--- src/rtl/de_pipe_reg_pkg.sv ---
// Shared definitions for the Decode->Execute pipeline register slice:
// RV32I opcode constants, the E-stage field bundle and the update selector.
package de_pipe_reg_pkg;

    // RV32I major opcodes (instr[6:0])
    localparam logic [6:0] OP_LOAD   = 7'b0000011;
    localparam logic [6:0] OP_STORE  = 7'b0100011;
    localparam logic [6:0] OP_BRANCH = 7'b1100011;
    localparam logic [6:0] OP_JAL    = 7'b1101111;
    localparam logic [6:0] OP_JALR   = 7'b1100111;
    localparam logic [6:0] OP_R      = 7'b0110011;
    localparam logic [6:0] OP_IMM    = 7'b0010011;
    localparam logic [6:0] OP_LUI    = 7'b0110111;
    localparam logic [6:0] OP_AUIPC  = 7'b0010111;

    // Everything the E stage latches from D, in one record
    typedef struct packed {
        logic [6:0]  opcode;
        logic [2:0]  funct3;
        logic [6:0]  funct7;
        logic [4:0]  rd;
        logic [4:0]  rs1;
        logic [4:0]  rs2;
        logic [31:0] imm;
        logic [31:0] pc;
        logic [31:0] default_pc;
        logic [31:0] val1;
        logic [31:0] val2;
    } e_regs_t;

    // What the E register does on the coming edge
    typedef enum logic [1:0] {
        UPD_LOAD   = 2'd0,  // accept the D instruction
        UPD_HOLD   = 2'd1,  // memory stall: freeze everything
        UPD_FLUSH  = 2'd2,  // wrong-path D instruction: bubble
        UPD_BUBBLE = 2'd3   // load-use hazard: bubble and stall F/D
    } upd_t;

endpackage

--- src/rtl/de_pipe_reg_if.sv ---
// D-side inputs and E-side outputs of the Decode->Execute pipeline register.
// master = decode/forwarding side, slave = the pipeline register itself.
interface de_pipe_reg_if;
    // decode-side bundle
    logic        d_valid;
    logic [6:0]  D_opcode;
    logic [2:0]  D_funct3;
    logic [6:0]  D_funct7;
    logic [4:0]  D_rd;
    logic [4:0]  D_rs1;
    logic [4:0]  D_rs2;
    logic [31:0] D_imm;
    logic [31:0] D_pc;
    logic [31:0] D_default_pc;
    logic [31:0] fwd_val1;
    logic [31:0] fwd_val2;
    logic        e_flush;
    logic        mem_stall;

    // execute-side bundle
    logic        e_valid;
    logic [6:0]  E_opcode;
    logic [2:0]  E_funct3;
    logic [6:0]  E_funct7;
    logic [4:0]  E_rd;
    logic [4:0]  E_rs1;
    logic [4:0]  E_rs2;
    logic [31:0] E_imm;
    logic [31:0] E_pc;
    logic [31:0] E_default_pc;
    logic [31:0] E_val1;
    logic [31:0] E_val2;
    logic        fd_stall;

    modport master (
        output d_valid, D_opcode, D_funct3, D_funct7, D_rd, D_rs1, D_rs2,
               D_imm, D_pc, D_default_pc, fwd_val1, fwd_val2, e_flush, mem_stall,
        input  e_valid, E_opcode, E_funct3, E_funct7, E_rd, E_rs1, E_rs2,
               E_imm, E_pc, E_default_pc, E_val1, E_val2, fd_stall
    );

    modport slave (
        input  d_valid, D_opcode, D_funct3, D_funct7, D_rd, D_rs1, D_rs2,
               D_imm, D_pc, D_default_pc, fwd_val1, fwd_val2, e_flush, mem_stall,
        output e_valid, E_opcode, E_funct3, E_funct7, E_rd, E_rs1, E_rs2,
               E_imm, E_pc, E_default_pc, E_val1, E_val2, fd_stall
    );
endinterface

--- src/rtl/de_pipe_reg_src_use_dec.sv ---
// Source-operand use decode: which of rs1/rs2 an opcode actually reads.
// Shared by this register's hazard check and the F/D stall logic.
import de_pipe_reg_pkg::*;

module src_use_dec (
    input  logic [6:0] opcode,
    output logic       uses_rs1,
    output logic       uses_rs2
);

    // LUI, AUIPC, JAL and unknown opcodes read no source register
    always_comb begin
        uses_rs1 = 1'b0;
        uses_rs2 = 1'b0;
        case (opcode)
            OP_JALR:   uses_rs1 = 1'b1;
            OP_LOAD:   uses_rs1 = 1'b1;
            OP_IMM:    uses_rs1 = 1'b1;
            OP_BRANCH: begin
                uses_rs1 = 1'b1;
                uses_rs2 = 1'b1;
            end
            OP_STORE: begin
                uses_rs1 = 1'b1;
                uses_rs2 = 1'b1;
            end
            OP_R: begin
                uses_rs1 = 1'b1;
                uses_rs2 = 1'b1;
            end
            OP_LUI, OP_AUIPC, OP_JAL: begin
                uses_rs1 = 1'b0;
                uses_rs2 = 1'b0;
            end
            default: begin
                uses_rs1 = 1'b0;
                uses_rs2 = 1'b0;
            end
        endcase
    end

endmodule

--- src/rtl/de_pipe_reg.sv ---
// Decode->Execute pipeline register for the 5-stage RV32I core.
// Latches decoded fields and forwarded operands, inserts a one-cycle bubble
// on load-use hazards, honours redirect flushes and memory-stall freezes,
// and keeps saturating bubble counters for performance debug.
import de_pipe_reg_pkg::*;

module de_pipe_reg #(
    parameter int          CNT_W    = 32,
    parameter logic [31:0] RESET_PC = 32'h0000_0000
) (
    input  logic             clk,
    input  logic             rst,
    de_pipe_reg_if.slave     bus,
    output logic [CNT_W-1:0] stall_cnt,
    output logic [CNT_W-1:0] flush_cnt
);

    e_regs_t    e_q;
    e_regs_t    d_fields;
    logic       e_valid_q;
    logic       uses_rs1;
    logic       uses_rs2;
    logic       rs1_hit;
    logic       rs2_hit;
    logic       load_use;
    upd_t       upd;

    src_use_dec u_src_use_dec (
        .opcode   (bus.D_opcode),
        .uses_rs1 (uses_rs1),
        .uses_rs2 (uses_rs2)
    );

    // Gather the D-side fields into the E record layout
    always_comb begin
        d_fields            = '0;
        d_fields.opcode     = bus.D_opcode;
        d_fields.funct3     = bus.D_funct3;
        d_fields.funct7     = bus.D_funct7;
        d_fields.rd         = bus.D_rd;
        d_fields.rs1        = bus.D_rs1;
        d_fields.rs2        = bus.D_rs2;
        d_fields.imm        = bus.D_imm;
        d_fields.pc         = bus.D_pc;
        d_fields.default_pc = bus.D_default_pc;
        d_fields.val1       = bus.fwd_val1;
        d_fields.val2       = bus.fwd_val2;
    end

    // Load in E whose destination is read by the D instruction; x0 never hazards
    always_comb begin
        rs1_hit  = uses_rs1 && (e_q.rd == bus.D_rs1);
        rs2_hit  = uses_rs2 && (e_q.rd == bus.D_rs2);
        load_use = e_valid_q && bus.d_valid && (e_q.opcode == OP_LOAD) &&
                   (e_q.rd != 5'd0) && (rs1_hit || rs2_hit);
    end

    // A flush kills the dependent D instruction, so it no longer needs to wait
    assign bus.fd_stall = bus.mem_stall || (load_use && !bus.e_flush);

    // Edge action, highest priority first: freeze, flush, load-use bubble, load
    always_comb begin
        upd = UPD_LOAD;
        if (bus.mem_stall)
            upd = UPD_HOLD;
        else if (bus.e_flush)
            upd = UPD_FLUSH;
        else if (load_use)
            upd = UPD_BUBBLE;
    end

    // E register: bubbles clear only valid and opcode, the rest is held
    always_ff @(posedge clk or posedge rst) begin
        if (rst) begin
            e_valid_q <= 1'b0;
            e_q       <= '{pc: RESET_PC, default_pc: RESET_PC, default: '0};
        end else begin
            case (upd)
                UPD_HOLD: begin
                    e_valid_q <= e_valid_q;
                    e_q       <= e_q;
                end
                UPD_FLUSH, UPD_BUBBLE: begin
                    e_valid_q <= 1'b0;
                    e_q.opcode <= '0;
                end
                UPD_LOAD: begin
                    e_valid_q <= bus.d_valid;
                    e_q       <= d_fields;
                end
                default: begin
                    e_valid_q <= e_valid_q;
                    e_q       <= e_q;
                end
            endcase
        end
    end

    // Load-use bubble counter, saturating at all-ones
    always_ff @(posedge clk or posedge rst) begin
        if (rst)
            stall_cnt <= '0;
        else if ((upd == UPD_BUBBLE) && (stall_cnt != '1))
            stall_cnt <= stall_cnt + 1'b1;
    end

    // Flush bubble counter: only real (valid) D instructions count, saturating
    always_ff @(posedge clk or posedge rst) begin
        if (rst)
            flush_cnt <= '0;
        else if ((upd == UPD_FLUSH) && bus.d_valid && (flush_cnt != '1))
            flush_cnt <= flush_cnt + 1'b1;
    end

    assign bus.e_valid      = e_valid_q;
    assign bus.E_opcode     = e_q.opcode;
    assign bus.E_funct3     = e_q.funct3;
    assign bus.E_funct7     = e_q.funct7;
    assign bus.E_rd         = e_q.rd;
    assign bus.E_rs1        = e_q.rs1;
    assign bus.E_rs2        = e_q.rs2;
    assign bus.E_imm        = e_q.imm;
    assign bus.E_pc         = e_q.pc;
    assign bus.E_default_pc = e_q.default_pc;
    assign bus.E_val1       = e_q.val1;
    assign bus.E_val2       = e_q.val2;

endmodule
--- src/flat_wrapper.sv ---
// flat-port wrapper written by rule: the top's interface ports become plain ports
module de_pipe_reg_flat 
#(
    parameter int          CNT_W    = 32,
    parameter logic [31:0] RESET_PC = 32'h0000_0000
)
  (clk, rst, stall_cnt, flush_cnt, bus_d_valid, bus_D_opcode, bus_D_funct3, bus_D_funct7, bus_D_rd, bus_D_rs1, bus_D_rs2, bus_D_imm, bus_D_pc, bus_D_default_pc, bus_fwd_val1, bus_fwd_val2, bus_e_flush, bus_mem_stall, bus_e_valid, bus_E_opcode, bus_E_funct3, bus_E_funct7, bus_E_rd, bus_E_rs1, bus_E_rs2, bus_E_imm, bus_E_pc, bus_E_default_pc, bus_E_val1, bus_E_val2, bus_fd_stall);
  de_pipe_reg_if bus_i ();
  input  logic clk;
  input  logic rst;
  output logic [CNT_W-1:0] stall_cnt;
  output logic [CNT_W-1:0] flush_cnt;
  input wire logic [$bits(bus_i.d_valid)-1:0] bus_d_valid;
  input wire logic [$bits(bus_i.D_opcode)-1:0] bus_D_opcode;
  input wire logic [$bits(bus_i.D_funct3)-1:0] bus_D_funct3;
  input wire logic [$bits(bus_i.D_funct7)-1:0] bus_D_funct7;
  input wire logic [$bits(bus_i.D_rd)-1:0] bus_D_rd;
  input wire logic [$bits(bus_i.D_rs1)-1:0] bus_D_rs1;
  input wire logic [$bits(bus_i.D_rs2)-1:0] bus_D_rs2;
  input wire logic [$bits(bus_i.D_imm)-1:0] bus_D_imm;
  input wire logic [$bits(bus_i.D_pc)-1:0] bus_D_pc;
  input wire logic [$bits(bus_i.D_default_pc)-1:0] bus_D_default_pc;
  input wire logic [$bits(bus_i.fwd_val1)-1:0] bus_fwd_val1;
  input wire logic [$bits(bus_i.fwd_val2)-1:0] bus_fwd_val2;
  input wire logic [$bits(bus_i.e_flush)-1:0] bus_e_flush;
  input wire logic [$bits(bus_i.mem_stall)-1:0] bus_mem_stall;
  output wire logic [$bits(bus_i.e_valid)-1:0] bus_e_valid;
  output wire logic [$bits(bus_i.E_opcode)-1:0] bus_E_opcode;
  output wire logic [$bits(bus_i.E_funct3)-1:0] bus_E_funct3;
  output wire logic [$bits(bus_i.E_funct7)-1:0] bus_E_funct7;
  output wire logic [$bits(bus_i.E_rd)-1:0] bus_E_rd;
  output wire logic [$bits(bus_i.E_rs1)-1:0] bus_E_rs1;
  output wire logic [$bits(bus_i.E_rs2)-1:0] bus_E_rs2;
  output wire logic [$bits(bus_i.E_imm)-1:0] bus_E_imm;
  output wire logic [$bits(bus_i.E_pc)-1:0] bus_E_pc;
  output wire logic [$bits(bus_i.E_default_pc)-1:0] bus_E_default_pc;
  output wire logic [$bits(bus_i.E_val1)-1:0] bus_E_val1;
  output wire logic [$bits(bus_i.E_val2)-1:0] bus_E_val2;
  output wire logic [$bits(bus_i.fd_stall)-1:0] bus_fd_stall;
  assign bus_i.d_valid = bus_d_valid;
  assign bus_i.D_opcode = bus_D_opcode;
  assign bus_i.D_funct3 = bus_D_funct3;
  assign bus_i.D_funct7 = bus_D_funct7;
  assign bus_i.D_rd = bus_D_rd;
  assign bus_i.D_rs1 = bus_D_rs1;
  assign bus_i.D_rs2 = bus_D_rs2;
  assign bus_i.D_imm = bus_D_imm;
  assign bus_i.D_pc = bus_D_pc;
  assign bus_i.D_default_pc = bus_D_default_pc;
  assign bus_i.fwd_val1 = bus_fwd_val1;
  assign bus_i.fwd_val2 = bus_fwd_val2;
  assign bus_i.e_flush = bus_e_flush;
  assign bus_i.mem_stall = bus_mem_stall;
  assign bus_e_valid = bus_i.e_valid;
  assign bus_E_opcode = bus_i.E_opcode;
  assign bus_E_funct3 = bus_i.E_funct3;
  assign bus_E_funct7 = bus_i.E_funct7;
  assign bus_E_rd = bus_i.E_rd;
  assign bus_E_rs1 = bus_i.E_rs1;
  assign bus_E_rs2 = bus_i.E_rs2;
  assign bus_E_imm = bus_i.E_imm;
  assign bus_E_pc = bus_i.E_pc;
  assign bus_E_default_pc = bus_i.E_default_pc;
  assign bus_E_val1 = bus_i.E_val1;
  assign bus_E_val2 = bus_i.E_val2;
  assign bus_fd_stall = bus_i.fd_stall;
  de_pipe_reg #(.CNT_W(CNT_W), .RESET_PC(RESET_PC)) u_core (.clk(clk), .rst(rst), .bus(bus_i), .stall_cnt(stall_cnt), .flush_cnt(flush_cnt));
endmodule
--- config.mk ---
export PLATFORM = sky130hd
export DESIGN_NAME = de_pipe_reg_flat
export DESIGN_NICKNAME = d
export VERILOG_FILES = /design/src/rtl/de_pipe_reg_pkg.sv /design/src/rtl/de_pipe_reg_if.sv /design/src/rtl/de_pipe_reg_src_use_dec.sv /design/src/rtl/de_pipe_reg.sv /design/src/flat_wrapper.sv
export SDC_FILE = /design/constraint.sdc
export NUM_CORES = 1
export LEC_CHECK = 0
export ABC_AREA = 1
export ABC_CLOCK_PERIOD_IN_PS = 8350
export BUFFER_PORTS_ARGS = -buffer_cell sky130_fd_sc_hd__buf_2
export CAP_MARGIN = 0
export CORE_ASPECT_RATIO = 0.6
export CORE_MARGIN = 2
export CORE_UTILIZATION = 45
export DETAILED_ROUTE_END_ITERATION = 16
export PLACE_DENSITY = 0.74
export SETUP_SLACK_MARGIN = 0.15
export SKIP_CTS_REPAIR_TIMING = 1
export SYNTH_ARGS = -nofsm -noshare
export SYNTH_HDL_FRONTEND = slang
export SYNTH_SLANG_ARGS = --single-unit
--- constraint.sdc ---
create_clock -name clk -period 8.35 [get_ports clk]
set_input_delay 0 -clock clk [delete_from_list [all_inputs] [get_ports clk]]
set_output_delay 0 -clock clk [all_outputs]
set_load 0.005 [all_outputs]
# Word level (Yosys, flattened, before mapping)
# Cells that the tools add are included.
[classes]
n_bitwise = 0
mux = 7
magnitude_cmp = 0
reduce_logical = 18
div_mod_pow = 0
n_shift = 0
multipliers = 0
eq_ne = 14
addsub = 2
[ops]
columns = ["cell", "count"]
rows = [
  ["adder 32 x 1 -> 32 bit (second input constant)", 2],
  ["!= test 32 bit (second input constant)", 2],
  ["equality test 7 x 2 -> 1 bit (second input constant)", 2],
  ["equality test 7 x 6 -> 1 bit (second input constant)", 2],
  ["equality test 7 bit (second input constant)", 2],
  ["one-hot mux 7 bit (2 select lines)", 1],
  ["equality test 5 bit", 2],
  ["logical AND 1 bit", 10],
  ["equality test 7 x 5 -> 1 bit (second input constant)", 1],
  ["two-way mux 2 bit", 3],
  ["OR reduction 6 bit", 1],
  ["nonzero test 5 bit", 1],
  ["equality test 2 bit (second input constant)", 2],
  ["OR reduction 3 bit", 1],
  ["equality test 2 x 1 -> 1 bit (second input constant)", 1],
  ["zero test 2 bit", 1],
  ["logical OR 1 bit", 2],
  ["two-way mux 1 bit", 2],
  ["one-hot mux 1 bit (2 select lines)", 1],
  ["OR reduction 2 bit", 1],
  ["zero test 1 bit", 1],
]
[word_totals]
romBits = 0
ram_bits = 0
inputBits = 197
elab_cells = 55
memories = 0
latchBits = 0
out_inout_bits = 258
reg_bits = 257

# Logic depth before layout (Yosys ltp)
# Gate-level depths: netlist (run 1).
[logic_depth]
ltp_word = 12
depth_mapped = 15
ltp_nobuf = 14

# Hierarchy
# From an unflattened synthesis (run 1), not the netlist that was laid out.
[hier_totals]
hier_cells = 1504
area_unflattened_um2 = 12112.9
[modules_own_cells]
columns = ["mod", "cells_per_inst", "area_per_inst_um2", "n_inst", "seq_area_each_um2"]
rows = [
  ["de_pipe_reg", 1493, 12060.3, 1, 6431.2],
  ["src_use_dec", 11, 52.6, 1, 0.0],
]

# Worst setup path before layout (run 1)
# Ideal clock, no wire load.
[synth_timing]
kind = "register to register"
start = "register u_core.stall_cnt[0]"
end = "register u_core.stall_cnt[19]"
synth_period_minus_slack_ns = 1.780
setup_slack_ns = 6.570
path_buffers = 1
setup_ns = 0.121
t_arrival_ns = 1.659
required_time_ns = 8.229
path_stages_with_launch = 12
path_cell_list = "dfrtp_1 -> ha_1 -> nand2_2 -> nor2_4 -> nand2_2 -> nor3_2 -> nand4_2 -> nor2_4 -> inv_4 -> buf_6 -> nand3_2 -> nand2_1"
[synth_via]
elab_chain_cells = 2
elab_cells_between_ends = 3
cone_classes = "add/sub (1); eq/ne (1); reduce/logical (1)"
[synth_rtl]
columns = ["element", "line_no", "rtl"]
rows = [
  ["start, declared", "de_pipe_reg.sv:14", "output logic [CNT_W-1:0] stall_cnt,"],
  ["start signal, assigned", "de_pipe_reg.sv:104", "stall_cnt <= stall_cnt + 1'b1;"],
  ["branches (longest 2 deep; another with adder 32 x 1 -> 32 bit)", "n/a", ""],
]
# Several ways; the timed one is not identified.
# A chain may end at the register's enable or synchronous reset.

# Worst setup path after layout (run 1)
[layout_timing]
start = "register u_core.e_q, in the netlist u_core.bus.E_rd[1]"
end = "register u_core.e_q, in the netlist u_core.bus.E_imm[0]"
[layout_via]
elab_chain_cells = 8
elab_cells_between_ends = 12
cone_classes = "eq/ne (2); mux (3); reduce/logical (7)"
[layout_rtl]
columns = ["element", "line_no", "rtl"]
rows = [
  ["start, declared", "de_pipe_reg.sv:18", "e_regs_t e_q;"],
  ["start signal, assigned", "de_pipe_reg.sv:81", "e_q <= e_q;"],
  ["start signal, assigned", "de_pipe_reg.sv:89", "e_q <= d_fields;"],
  ["start signal, assigned", "de_pipe_reg.sv:93", "e_q <= e_q;"],
  ["equality test 5 bit (on tied branches)", "de_pipe_reg.sv:52, de_pipe_reg.sv:53", ""],
  ["logical AND 1 bit (on tied branches)", "de_pipe_reg.sv:52, de_pipe_reg.sv:53", ""],
  ["logical OR 1 bit", "de_pipe_reg.sv:55", "(e_q.rd != 5'd0) && (rs1_hit || rs2_hit);"],
  ["logical AND 1 bit *", "de_pipe_reg.sv:55", ""],
  ["two-way mux 2 bit *", "de_pipe_reg.sv:68", "else if (load_use)"],
  ["two-way mux 2 bit *", "de_pipe_reg.sv:66", "else if (bus.e_flush)"],
  ["two-way mux 2 bit *", "de_pipe_reg.sv:64", "if (bus.mem_stall)"],
  ["zero test 2 bit *", "de_pipe_reg.sv:78", "case (upd)"],
]
# Mark *: on every way between the ends. The rest lies on a longest branch, timed or not.

==> results.txt, run 1 <==
The post-layout total power was 3.28 mW. The tightest min-delay check is of the in2reg type. The run finished with clean final reports.

Summed over all failing endpoints, the final setup total negative slack is 0 ps. The total congestion overflow after global routing is 0, and the share of synthesized cell area in full adder, half adder and majority cells is 0.00205. Maximum buffer depth of the clock tree: 3. Across the VDD grid, the largest voltage drop is 162 uV. The clock drives 257 sinks.

Estimated wirelength of the detail-placed design: 27700 um. The portion of the clock cycle consumed by the worst path in the final layout works out to 0.402. The part of the Yosys area used for sequential elements is 0.527. The clock network latency to the later pin of the worst-skew pair is 550 ps, and the port buffer count is 454.

For the worst setup path, the data required time is 8810 ps. The internal power of the cells totals 2.36 mW. The number of antenna violations at the first check in global routing came out at 2. Entering global routing, the biggest net connects 176 pins.

The share of post-route cells with drive strength above 1 was 0.247; the post-synthesis average cell area was 7.96 sq um. When the netlist entered floorplanning its net count stood at 1732. The proportion of power drawn by the clock network is 0.383, and the switching power total is 0.921 mW.

The die covers 28500 sq um. The actual slew at the worst max-slew pin was 1020 ps. The basic-gate share of the synthesized area counting and, or, nand and nor cells was 0.354. Yosys attributes the largest share of cell area to sky130_fd_sc_hd__dfrtp_1, sky130_fd_sc_hd__nand2_1, sky130_fd_sc_hd__nand3_1, sky130_fd_sc_hd__nor2_1, sky130_fd_sc_hd__inv_1. The routed via count was 13300; the mean routed wirelength per cell was 17.8 um.

The tools report the detailed-router iteration count before antenna repair as 8. By area, the combinational part of the netlist is dominated by simple AND/OR/NAND/NOR gates. The root buffer cell chosen for the clock tree is sky130_fd_sc_hd__clkbuf_16.

The logs give 12200 sq um for the synthesized cell area and 0.168 for the fraction of power consumed by combinational cells. The area share of xor/xnor cells in the synthesized design works out to 0.0287. Setup repair after global routing left no endpoint under its margin. The mux cell area share after synthesis is 0. The number of top-level pins is 455. TritonCTS built the clock tree. The proportion of power drawn by flip-flops and latches was 0.448; the number of max-capacitance violations reported was 0. For this block, the routed nets add up to 44900 um of wire.

The global-route usage over all layers was 0.271; the routed via count divided by cell count was 5.27. The library cell used most frequently in the layout, excluding fill and tap cells, is sky130_fd_sc_hd__nand2_1. STA classifies the critical path startpoint as a register.

Yosys printed 0 warnings. The critical path is of the reg2reg type. The biggest area contributor in the post-synthesis netlist is sky130_fd_sc_hd__dfrtp_1.

The shortest period the worst path allows was 3360 ps. The number of pins with negative max-slew slack in the final report is 0, and the via count of the first global-routing pass is 11700. Clock-pin slew was measured on the worst setup and hold paths at 70 ps.

Counting distinct cell types in the post-synthesis netlist gives 32. The switching portion of total power is 0.281, and the highest fanout seen on the critical path is 120. The library cells used most frequently in the layout, excluding fill and tap cells, are sky130_fd_sc_hd__nand2_1, sky130_fd_sc_hd__buf_2, sky130_fd_sc_hd__dfrtp_1. For the achievable frequency, the log shows 298 MHz. Flip-flop and latch count after synthesis: 257. In this run the power density over the cells is 187 nW/um^2. After detailed routing, the number of remaining DRC violations is 0.

Number of failing setup endpoints in the final timing report: 0. The share of the synthesized area in the top cell type is 0.527. The logs give 1 for the maximum level of the CTS H-tree and 62400 um for the first-pass GRT wire length. The die is 217 um wide. The type of element capturing the critical path was a register. The height of the die was 132 um; the hold violation count in the final report was 0. The compound-gate portion of the synthesized area was 0.0244; the standby leakage power was 9.50 nW. The starting density of the core is 0.460. The floorplan row count is 46, and the number of routed nets with antenna violations is 0. The number of instances in the synthesized netlist was 1533.

Routability-driven placement finished with a final weighted congestion of 0.903. Between clock sinks in the finished design, the worst skew comes to 13.5 ps. The number of buffers added by the clock tree synthesis step was 25.

Relative to the synthesized area, the layout overhead comes to 43.3%. The critical path data arrival time was 3820 ps; the relative slew slack was 0.322. After the first detailed-routing iteration, the DRC count stood at 1222. The floorplan step defined a core boundary enclosing 26500 sq um.

The net total in the final layout came out at 2345.
kinds of logic (layout without fill, tap and decap cells):
kind of cell             count (synthesis)  count (layout)
AO/OA/AOI/OAI                           50              50
XOR/XNOR                                40              40
adder cells (fa/ha/maj)                  2               2
buffers and inverters                  170             802
flip-flops                             257             257
other                                    0               2
AND/OR/NAND/NOR                       1014            1014
cell type report:
class | instances | area [sq um]
well taps | 360 | 450
clock inverters | 13 | 180
flip-flops and latches | 257 | 6430
fillers | 2060 | 9040
diodes | 2 | 5.00
clock buffers | 33 | 716
repair buffers | 658 | 4310
inverters | 98 | 378
multi-input cells | 1106 | 5030
synth_stat cells:
| master | count |
|---|---|
| sky130_fd_sc_hd__nand2_1 | 621 |
| sky130_fd_sc_hd__dfrtp_1 | 257 |
| sky130_fd_sc_hd__nand3_1 | 213 |
| sky130_fd_sc_hd__nor2_1 | 96 |
| sky130_fd_sc_hd__inv_1 | 92 |
| sky130_fd_sc_hd__xor2_1 | 37 |
| sky130_fd_sc_hd__buf_2 | 30 |
| sky130_fd_sc_hd__nor3_1 | 30 |
| sky130_fd_sc_hd__o21ai_0 | 23 |
| sky130_fd_sc_hd__clkbuf_1 | 22 |
| sky130_fd_sc_hd__o21bai_1 | 16 |
| sky130_fd_sc_hd__buf_4 | 13 |
| sky130_fd_sc_hd__nand4_1 | 13 |
| sky130_fd_sc_hd__nand3_2 | 10 |
| sky130_fd_sc_hd__nand3b_1 | 10 |
| sky130_fd_sc_hd__nor4_1 | 8 |
| sky130_fd_sc_hd__buf_6 | 7 |
| sky130_fd_sc_hd__a21oi_1 | 5 |
| sky130_fd_sc_hd__inv_2 | 5 |
| sky130_fd_sc_hd__nand2_2 | 4 |
| sky130_fd_sc_hd__o22ai_1 | 4 |
| sky130_fd_sc_hd__nor2_4 | 3 |
| sky130_fd_sc_hd__xnor2_1 | 3 |
| sky130_fd_sc_hd__ha_1 | 2 |
| sky130_fd_sc_hd__nor3_2 | 2 |
| sky130_fd_sc_hd__a21boi_0 | 1 |
| sky130_fd_sc_hd__and2_1 | 1 |
| sky130_fd_sc_hd__and3_1 | 1 |
| sky130_fd_sc_hd__inv_4 | 1 |
| sky130_fd_sc_hd__nand4_2 | 1 |
| sky130_fd_sc_hd__nor2_2 | 1 |
| sky130_fd_sc_hd__o21ai_1 | 1 |
critical path: stages, from the launching register on:
cell and delay, ps:
sky130_fd_sc_hd__dfrtp_1 460, sky130_fd_sc_hd__nor2_1 110, sky130_fd_sc_hd__nor2_1 120, sky130_fd_sc_hd__nand2_1 70, sky130_fd_sc_hd__nor2_1 110, sky130_fd_sc_hd__nand2_1 60, sky130_fd_sc_hd__nand2_1 120, sky130_fd_sc_hd__nand2_4 370
sky130_fd_sc_hd__nand2_8 670, sky130_fd_sc_hd__buf_4 800, sky130_fd_sc_hd__nand2_1 100, sky130_fd_sc_hd__nand2_1 190
final timing paths:
kind	from	depth (start not counted)	end	slack, ps
setup / recovery	u_core.bus.E_rd[1]$_DFFE_PP0N_	11	u_core.bus.E_imm[0]$_DFFE_PP0N_	4990
min in group asynchronous	rst	3	u_core.bus.E_val1[24]$_DFFE_PP0N_	160
setup reg to reg	u_core.bus.E_rd[1]$_DFFE_PP0N_	11	u_core.bus.E_imm[0]$_DFFE_PP0N_	4990
hold reg to reg	u_core.bus.E_val1[24]$_DFFE_PP0N_	2	u_core.bus.E_val1[24]$_DFFE_PP0N_	470
max in group asynchronous	rst	4	u_core.bus.E_rd[4]$_DFFE_PP0N_	6630
hold / removal	bus_e_flush	6	u_core.stall_cnt[24]$_DFFE_PP0P_	80
registers in the layout, summed over array words and instances, names as in the netlist, 3 cells and up:
register and count:
u_core.bus.E_default_pc 32, u_core.bus.E_funct3 3, u_core.bus.E_funct7 7, u_core.bus.E_imm 32
u_core.bus.E_opcode 7, u_core.bus.E_pc 32, u_core.bus.E_rd 5, u_core.bus.E_rs1 5
u_core.bus.E_rs2 5, u_core.bus.E_val1 32, u_core.bus.E_val2 32, u_core.flush_cnt 32
u_core.stall_cnt 32
power by group through the flow:
stage	registers, mW	clock network (mW)	logic [mW]
floorplan	1.48	0	0.196
detailed placement	1.48	0	0.458
global placement	1.48	0	0.445
CTS	1.46	1.26	0.460
global route	1.48	1.32	0.604
finish	1.47	1.26	0.552
metrics by stage:
step / hold WS (ps) / cells / util / setup slack [ps] / area [sq um]
2_1_floorplan: 117 / 1533 / - / 1280 / 12200
3_3_place_gp: 227 / 2282 / 0.551 / 5190 / 14600
3_5_place_dp: 233 / 2282 / 0.551 / 5130 / 14600
4_1_cts: -344 / 2328 / 0.585 / 5070 / 15500
5_1_grt: 119 / 2527 / 0.659 / 4620 / 17500
6_report: 82.8 / 2527 / 0.659 / 4990 / 17500
routing by layer:
layer / share of wire / up-vias / GRT usage / wire, um
li1: - / 6091 / - / -
met1: 0.39 / 6340 / 0.360 / 17600
met2: 0.48 / 714 / 0.427 / 21500
met3: 0.081 / 173 / 0.0757 / 3650
met4: 0.046 / 0 / 0.0902 / 2080
met5: 0 / - / 0 / 0
(Power assumes the default switching activity.)
==> inputs of run 2 (changes only) <==
Settings changed: ABC_CLOCK_PERIOD_IN_PS 8350 to 2900, PLACE_DENSITY 0.74 to 0.77.
Clock period 8.35 ns to 2.9 ns, I/O delays scaled along.
==> results.txt, run 2 (same netlist as run 1, synthesis figures left out) <==
The number of top-level pins is 455. The first-pass GRT wire length is 62500 um. For the placeable core region, the log shows 26500 sq um. The maximum resistive drop on vdd was 468 uV. Summing internal, switching and leakage power gives 9.41 mW.

The number of failing setup endpoints in the final timing report is 0, and the estimated wirelength of the detail-placed design is 29100 um. The count of routing violations after the opening detailed-route iteration is 1270, and the shortest period the worst path allows is 2370 ps. The run finished with clean final reports. The die extent in x is 217 um, and the mean routed wirelength per cell is 17.9 um. The floorplan step set the die height to 132 um. The detailed-route DRC error count was 0.

The relative slew slack was 0.285. The final routed wirelength across all metal layers was 45500 um. The run gives 2.62 mW as the switching power total. The global-route usage over all layers was 0.273. The share of post-route cells with drive strength above 1 was 0.253; the proportion of power drawn by the clock network was 0.377. Among all stages on the critical path, the largest delay is contributed by sky130_fd_sc_hd__dlygate4sd3_1.

For this run, the top clock speed supported by timing is 421 MHz. The number of buffers and inverters on the critical path is 3. The relative area change from synthesis to final layout is 45.1%, and the highest fanout seen on the critical path is 43.

The worst hold path class is in2reg. The type of element capturing the critical path is a register. The number of sinks driven by the clock tree came out at 257.

Summing all placed instances gives a cell area of 14900 sq um. The net total in the final layout was 2368; the number of antenna violations at the first check in global routing was 1. The tools report the hold violation count in the final report as 0.

The library cell used most frequently in the layout, excluding fill and tap cells, is sky130_fd_sc_hd__nand2_1. The via count of the first global-routing pass was 11600. The actual slew at the worst max-slew pin was 1070 ps; the routability congestion estimate from global placement was 0.931. The tools report the maximum number of pins on one net before global-route repair as 132. The number of placed instances, taps included, is 2304.

The proportion of power drawn by flip-flops and latches is 0.450. After routing the design area is 17700 sq um. For the number of pins with negative max-slew slack in the final report, the log shows 0. The floorplan row count was 46. The power density over the cells was 531 nW/um^2; the total congestion overflow after global routing was 0. The first detailed-routing pass took 6 iterations. The post-route worst hold slack was 60.4 ps; the biggest cell delay along the critical path was 560 ps. The area of the die is 28500 sq um. The routed layout has 13400 vias. By startpoint and endpoint, the worst setup path is classified as reg2reg.

Across the run, the number of max-cap violations was 0. The port buffer count is 454. Clock-pin slew was measured on the worst setup and hold paths at 60 ps.

The later pin in the worst-skew pair is clocked with a latency of 540 ps. The clock arrives with 13.2 ps of skew. TritonCTS built the clock tree. For the worst setup path, the data arrival time is 2850 ps.

The most frequent cell on the critical path was sky130_fd_sc_hd__nand2_1. The switching portion of total power is 0.279. The internal portion of total power is 6.79 mW, and the starting density of the core is 0.460.

The clock passes through at most 3 buffers. The nature of the critical path startpoint is a register. The standby leakage power was 9.63 nW.

Setup repair after global routing left no endpoint under its margin. Walking the worst path, the cells encountered are inv_2, nand2_1, o21ai_1, nor2_1, nand3_1, nand2_1, nand2_4, buf_4, nand3_1, nand2_1, dlygate4sd3_1. The fraction of power consumed by combinational cells was 0.173. The clock tree root driver cell was sky130_fd_sc_hd__clkbuf_16.

The required time of the critical path is 3370 ps. The maximum level of the CTS H-tree is 1, and the number of routed nets with antenna violations is 0. On the critical path the largest part of the delay comes from buffers and inverters. In the routed layout, each cell is associated on average with a via count of 5.27. The count of non-filler cells in the finished layout is 2546, and the portion of the clock cycle consumed by the worst path in the final layout is 0.819. Clock tree synthesis inserted a total of 26 buffers. In the layout the commonest cells are sky130_fd_sc_hd__nand2_1, sky130_fd_sc_hd__buf_2, sky130_fd_sc_hd__dfrtp_1.
run 2: changes by cell type in the layout (fill, tap and decap cells not counted), sizes merged:
cell,previous run,this run
buf,461,483
clkbuf,33,40
clkinv,5,1
bufinv,4,2
clkinvlp,3,1
diode,2,1
inv,99,98
run 2: per-stage QoR:
stage / util / setup WS [ps] / setup TNS (ps)
after floorplan: - / -486 / -124800
after global placement: 0.560 / 741 / 0
after detailed placement: 0.560 / 734 / 0
after CTS: 0.593 / 725 / 0
after global routing: 0.668 / 303 / 0
final: 0.668 / 526 / 0
run 2: layout make-up:
class	count	area [sq um]
clock buffer	40	805
multi-input combinational	1106	5030
sequential	257	6430
fill	2092	8820
timing repair buffer	680	4550
inverter	98	374
clock inverter	4	77.6
tap	360	450
antenna	1	2.50
run 2: power by group through the flow:
stage	Sequential [mW]	Combinational (mW)	Clock (mW)
after floorplan	4.28	0.564	0
after global placement	4.26	1.32	0
after detailed placement	4.26	1.36	0
after CTS	4.21	1.36	3.58
after global routing	4.27	1.78	3.73
final	4.24	1.63	3.55
run 2: worst paths after layout:
path,from,end,slack (ps),cells after the start
setup reg to reg,u_core.bus.E_rd[4]$_DFFE_PP0N_,u_core.bus.E_opcode[3]$_DFFE_PP0P_,530,11
max in group asynchronous,rst,u_core.stall_cnt[24]$_DFFE_PP0P_,1810,4
hold / removal,bus_e_flush,u_core.bus.E_val2[0]$_DFFE_PP0N_,60,5
min in group asynchronous,rst,u_core.stall_cnt[21]$_DFFE_PP0P_,260,3
hold reg to reg,u_core.bus.E_default_pc[4]$_DFFE_PP0N_,u_core.bus.E_default_pc[4]$_DFFE_PP0N_,460,2
setup / recovery,u_core.bus.E_rd[4]$_DFFE_PP0N_,u_core.bus.E_opcode[3]$_DFFE_PP0P_,530,11
run 2: worst min-delay path, delay by kind of cell:
family	cells	cell delay (ps)
buffers and inverters	2	330
AND/OR/NAND/NOR	3	230
run 2: metal layers:
| layer | vias to the layer above | track usage | share of wire |
|---|---|---|---|
| met4 | 0 | 0.0894 | 0.045 |
| met3 | 177 | 0.0641 | 0.083 |
| li1 | 6130 | - | - |
| met5 | - | 0 | 0 |
| met1 | 6396 | 0.375 | 0.39 |
| met2 | 713 | 0.425 | 0.48 |
